**src/rtl/vending_pkg.sv**
```systemverilog
// Shared types, encodings and unit-conversion helpers for the vending machine controller.
// All monetary amounts are expressed in Rs.5 units.
package vending_pkg;

    typedef enum logic {
        IDLE    = 1'b0,
        COLLECT = 1'b1
    } state_t;

    localparam logic [1:0] CHOICE_RS5  = 2'b00;
    localparam logic [1:0] CHOICE_RS10 = 2'b01;
    localparam logic [1:0] CHOICE_RS15 = 2'b10;
    localparam logic [1:0] CHOICE_RS20 = 2'b11;

    localparam logic [1:0] COIN_NONE = 2'b00;
    localparam logic [1:0] COIN_RS5  = 2'b01;
    localparam logic [1:0] COIN_RS10 = 2'b10;
    localparam logic [1:0] COIN_RS20 = 2'b11;

    localparam logic [1:0] CHNG_NONE = 2'b00;
    localparam logic [1:0] CHNG_RS5  = 2'b01;
    localparam logic [1:0] CHNG_RS10 = 2'b10;
    localparam logic [1:0] CHNG_RS15 = 2'b11;

    function automatic logic [2:0] price_units(input logic [1:0] choice);
        return {1'b0, choice} + 3'd1;
    endfunction

    function automatic logic [2:0] coin_units(input logic [1:0] in_mny);
        logic [2:0] units;
        case (in_mny)
            COIN_RS5:  units = 3'd1;
            COIN_RS10: units = 3'd2;
            COIN_RS20: units = 3'd4;
            default:   units = 3'd0;
        endcase
        return units;
    endfunction

endpackage

```
**src/rtl/vending_machine.sv**
```systemverilog
// Vending machine controller: accumulates coin credit and emits a one-cycle
// registered product/change pulse once the credit covers the latched item price.
module vending_machine
    import vending_pkg::*;
(
    input  logic       clk,
    input  logic       rst,
    input  logic [1:0] choice,
    input  logic [1:0] in_mny,
    output logic [2:0] prd,
    output logic [1:0] chng
);

    // Initialisers equal the reset values so an unreset machine starts clean.
    state_t     state          = IDLE;
    logic [2:0] credit         = 3'd0;
    logic [1:0] latched_choice = CHOICE_RS5;
    logic [2:0] prd_q          = 3'd0;
    logic [1:0] chng_q         = CHNG_NONE;

    state_t     next_state;
    logic [2:0] next_credit;
    logic [1:0] next_choice;
    logic [2:0] next_prd;
    logic [1:0] next_chng;
    logic [1:0] active_choice;
    logic [2:0] sum;
    logic [2:0] price;
    logic [2:0] change_units;

    // A fresh transaction takes the live choice; once collecting, the latched one governs.
    always_comb begin
        next_state    = state;
        next_credit   = credit;
        next_choice   = latched_choice;
        next_prd      = 3'd0;
        next_chng     = CHNG_NONE;
        active_choice = (state == IDLE) ? choice : latched_choice;
        sum           = ((state == IDLE) ? 3'd0 : credit) + coin_units(in_mny);
        price         = price_units(active_choice);
        change_units  = sum - price;

        if (in_mny != COIN_NONE) begin
            next_choice = active_choice;
            if (sum >= price) begin
                next_prd    = {1'b1, active_choice};
                next_chng   = change_units[1:0];
                next_credit = 3'd0;
                next_state  = IDLE;
            end else begin
                next_credit = sum;
                next_state  = COLLECT;
            end
        end
    end

    always_ff @(posedge clk) begin
        if (rst) begin
            state          <= IDLE;
            credit         <= 3'd0;
            latched_choice <= CHOICE_RS5;
            prd_q          <= 3'd0;
            chng_q         <= CHNG_NONE;
        end else begin
            state          <= next_state;
            credit         <= next_credit;
            latched_choice <= next_choice;
            prd_q          <= next_prd;
            chng_q         <= next_chng;
        end
    end

    assign prd  = prd_q;
    assign chng = chng_q;

endmodule

```
**config.mk**
```make
export PLATFORM = sky130hd
export DESIGN_NAME = vending_machine
export DESIGN_NICKNAME = d
export VERILOG_FILES = /design/src/rtl/vending_pkg.sv /design/src/rtl/vending_machine.sv
export SDC_FILE = /design/constraint.sdc
export NUM_CORES = 1
export LEC_CHECK = 0
export ABC_AREA = 1
export CAP_MARGIN = 20
export CORE_AREA = 2 2 39 41
export CTS_CLUSTER_SIZE = 20
export DETAILED_ROUTE_END_ITERATION = 10
export DIE_AREA = 0 0 41 43
export GPL_TIMING_DRIVEN = 0
export PLACE_DENSITY = 0.79
export REMOVE_ABC_BUFFERS = 1
export SYNTH_ARGS = -nofsm -noshare
export SYNTH_HDL_FRONTEND = slang
export SYNTH_SLANG_ARGS = --single-unit
export TNS_END_PERCENT = 50
```
**constraint.sdc**
```tcl
create_clock -name clk -period 2.75 [get_ports clk]
set_input_delay 0.275 -clock clk [delete_from_list [all_inputs] [get_ports clk]]
set_output_delay 0.275 -clock clk [all_outputs]
set_load 0.01 [all_outputs]
```
==> results.toml <==
[floorplan]
initial_utilization_pct = 45.3
die_w_um = 41
design.die.area_um2 = 1760
number_of_placement_rows = 14
die_h_um = 43
coreArea_um2 = 1380
top_level_ports = 11

[yosys]
yosys_warnings = 0
yosysTopAreaCellShare_pct = 35.1
synth-main-ff-cell = "sky130_fd_sc_hd__dfxtp_1"
synth.largest_area_cell = "sky130_fd_sc_hd__dfxtp_1"
syn_area_um2 = 627
flip_flop_and_latch_count_after_synthesis = 11
synth_area_per_cell_um2 = 7.74
synth_async_sr_flop_share_pct = 0
synth.lib_cells_used.distinct = 18
postSynthCellCount = 81
count_of_flip_flops_with_a_built_in_enable_after_synthesis = 0
synth.yosys.seq_area_share_pct = 35.1
netlist_top_cells_area = "sky130_fd_sc_hd__dfxtp_1, sky130_fd_sc_hd__inv_1, sky130_fd_sc_hd__ha_1"

[clock_tree]
cts.htree.levels = 1
cts.repair_timing.setup_buffer_count = 0
clock_path_buffers = 2
postCtsResizedCells = 0
tritoncts = "yes"
cts-hold-fix-buffers = 0
insertion_delay_ps = 280
cts_sinks = 11
clk_root_buffer_cell = "sky130_fd_sc_hd__clkbuf_4"
register_clock_pin_slew_on_the_reported_worst_setup_and_hold_paths_ps = 80
cts-buffers-inserted = 3

[power_and_ir_drop]
cellLeakagePower_nw = 0.391
vdd.ir_drop.worst_mv = 0.313
powerDensity_nw_per_um2 = 734

[run_status]
outcome = "finished, final reports clean"

[sta]
report.final.setup_viol = 0
final.period_utilization_pct = 90.6
timing.final.max_slew_violations = 0
timing.setup.tns_ps = 0
fmax_mhz = 402
maxSlewHeadroom_pct = 74.3
tightest_slew_ps = 385
period_minus_slack_ps = 2490
finalClockSkew_ps = 8.16
grt_setup_unrepaired = "no"
timing_hold_violations_final = 0

[finish]
finish.net_count = 107
areaGrowthSynthToFinish_pct = 22.4
final_util_pct = 55.4
post_route_cells_drive_above_1_share_pct = 16.0
fillCellCount = 135
antenna-diode-count = 0
final_cell_count_no_fill = 110

[global_routing]
first_global_vias = 431
grt_first_pass_wirelength_um = 1710
grt_start_max_net_pins = 10
number_of_antenna_violations_at_the_first_check_in_global_routing = 0
globalRouteTotalUtil_pct = 15.3
gr-total-overflow = 0

[route]
dr.pass1.iters = 4
post_drt_wl_per_cell_um = 10.0
routed_via_density = 4.70
routed-via-count = 517
drtAntennaViolNets = 0
postRouteWirelength_um = 1110
drt_first_iter_violations = 11
drc = 0

[placement]
gp_congestion = 0.763
io_buffer_count = 10
numPlacedInstances = 106
dp.final_hpwl_um = 889

[worst_setup_path]
startpoint_type = "flop"
crit_chain = "nand2_1 -> inv_1 -> ha_1 -> fa_1 -> inv_1 -> nand3_4 -> nand2_1 -> nand2_1 -> nand2_2 -> ha_1 -> a21oi_1 -> nand2_1 -> nor2_4 -> nand2_1 -> a21oi_1"
critical_path_arrival_ps = 2710
cp_max_fo = 9
critical_path.endpoint_type = "flop"
critical-path-top-cell-by-count = "sky130_fd_sc_hd__nand2_1"
crit_slowest_cell = "sky130_fd_sc_hd__dfxtp_1"
worst-setup-path-type = "flop to flop"
cp_required_ps = 2970
worst_path_largest_cell_delay_ps = 430

[worst_hold_path]
min_path_type = "input port to flop"

[job]
drv.max_cap_violation_count = 0
report_power, final:
group	internal, mW	switching [mW]	leakage, nW
registers	0.193	0.0258	0.0903
logic	0.103	0.127	0.286
clock network	0.0563	0.0592	0.0150
final timing paths:
path | from | end | slack, ps | cells after the start
setup / recovery | state$_SDFFE_PP0N_ | credit[0]$_SDFFE_PP0N_ | 260 | 15
hold / removal | in_mny[0] | credit[1]$_SDFFE_PP0N_ | 450 | 4
setup reg to reg | state$_SDFFE_PP0N_ | credit[0]$_SDFFE_PP0N_ | 260 | 15
hold reg to reg | credit[1]$_SDFFE_PP0N_ | credit[1]$_SDFFE_PP0N_ | 480 | 2
final cells by class:
cell class / count / area [µm²] / share of cell area [%]
multi-input cells: 50 / 324 / 42.3
flip-flops and latches: 11 / 220 / 28.7
repair buffers: 10 / 105 / 13.7
inverters: 19 / 71.3 / 9.30
clock buffers: 4 / 26.3 / 3.43
well taps: 16 / 20.0 / 2.61
cells by family after synthesis:
logic type / Yosys count / synth area share [%]
flip-flops: 11 / 35.1
AO/OA/AOI/OAI: 11 / 9.38
adder cells (fa/ha/maj): 6 / 13.2
buffers and inverters: 20 / 13.2
AND/OR/NAND/NOR: 32 / 27.7
XOR/XNOR: 1 / 1.40
critical path, delay by kind of cell, from the launching register on:
kind | cells | cell delay (ps)
DFF | 1 | 430
AOI/OAI and AO/OA | 2 | 260
buffers and inverters | 2 | 150
adders and majority gates | 3 | 830
and+or+nand+nor | 8 | 740
per-stage QoR:
step | hold slack (ps) | total power [mW] | cell area (µm²) | setup slack (ps)
final | 447 | 0.563 | 767 | 260
after global routing | 495 | 0.605 | 767 | 88.0
after CTS | 477 | 0.570 | 762 | 159
after detailed placement | 466 | 0.455 | 736 | -117
after global placement | 455 | 0.444 | 736 | -63.5
after floorplan | 337 | 0.373 | 616 | 505
cells in the final DEF, fill, tap and decap left out, drive strengths merged:
cell	instances
nand2	21
inv	18
dfxtp	11
clkdlybuf4s50	8
nor2	8
a21oi	7
ha	5
o21ai	4
clkbuf	4
nand3	3
dlymetal6s2s	2
clkinv	1
xor2	1
fa	1
layer usage:
metal	part of all wire [%]	vias up	GRT usage, %
met4	4.3	0	14.0
met5	0	-	0
met2	49	9	22.5
met1	44	231	17.0
met3	2.6	5	3.14
li1	-	272	-
flip-flops by register name, indices dropped and copies added, names as in the netlist:
signal,count
chng,2
latched_choice,2
prd,3
state,1
credit,3
synth_stat cells, types with 2 or more instances:
cell type	count
sky130_fd_sc_hd__inv_1	17
sky130_fd_sc_hd__nand2_1	16
sky130_fd_sc_hd__dfxtp_1	11
sky130_fd_sc_hd__a21oi_1	6
sky130_fd_sc_hd__nor2_1	6
sky130_fd_sc_hd__ha_1	5
sky130_fd_sc_hd__nand2_2	5
sky130_fd_sc_hd__o21ai_1	3
sky130_fd_sc_hd__nand3_2	2
sky130_fd_sc_hd__nor2_4	2
(Power assumes the default switching activity.)
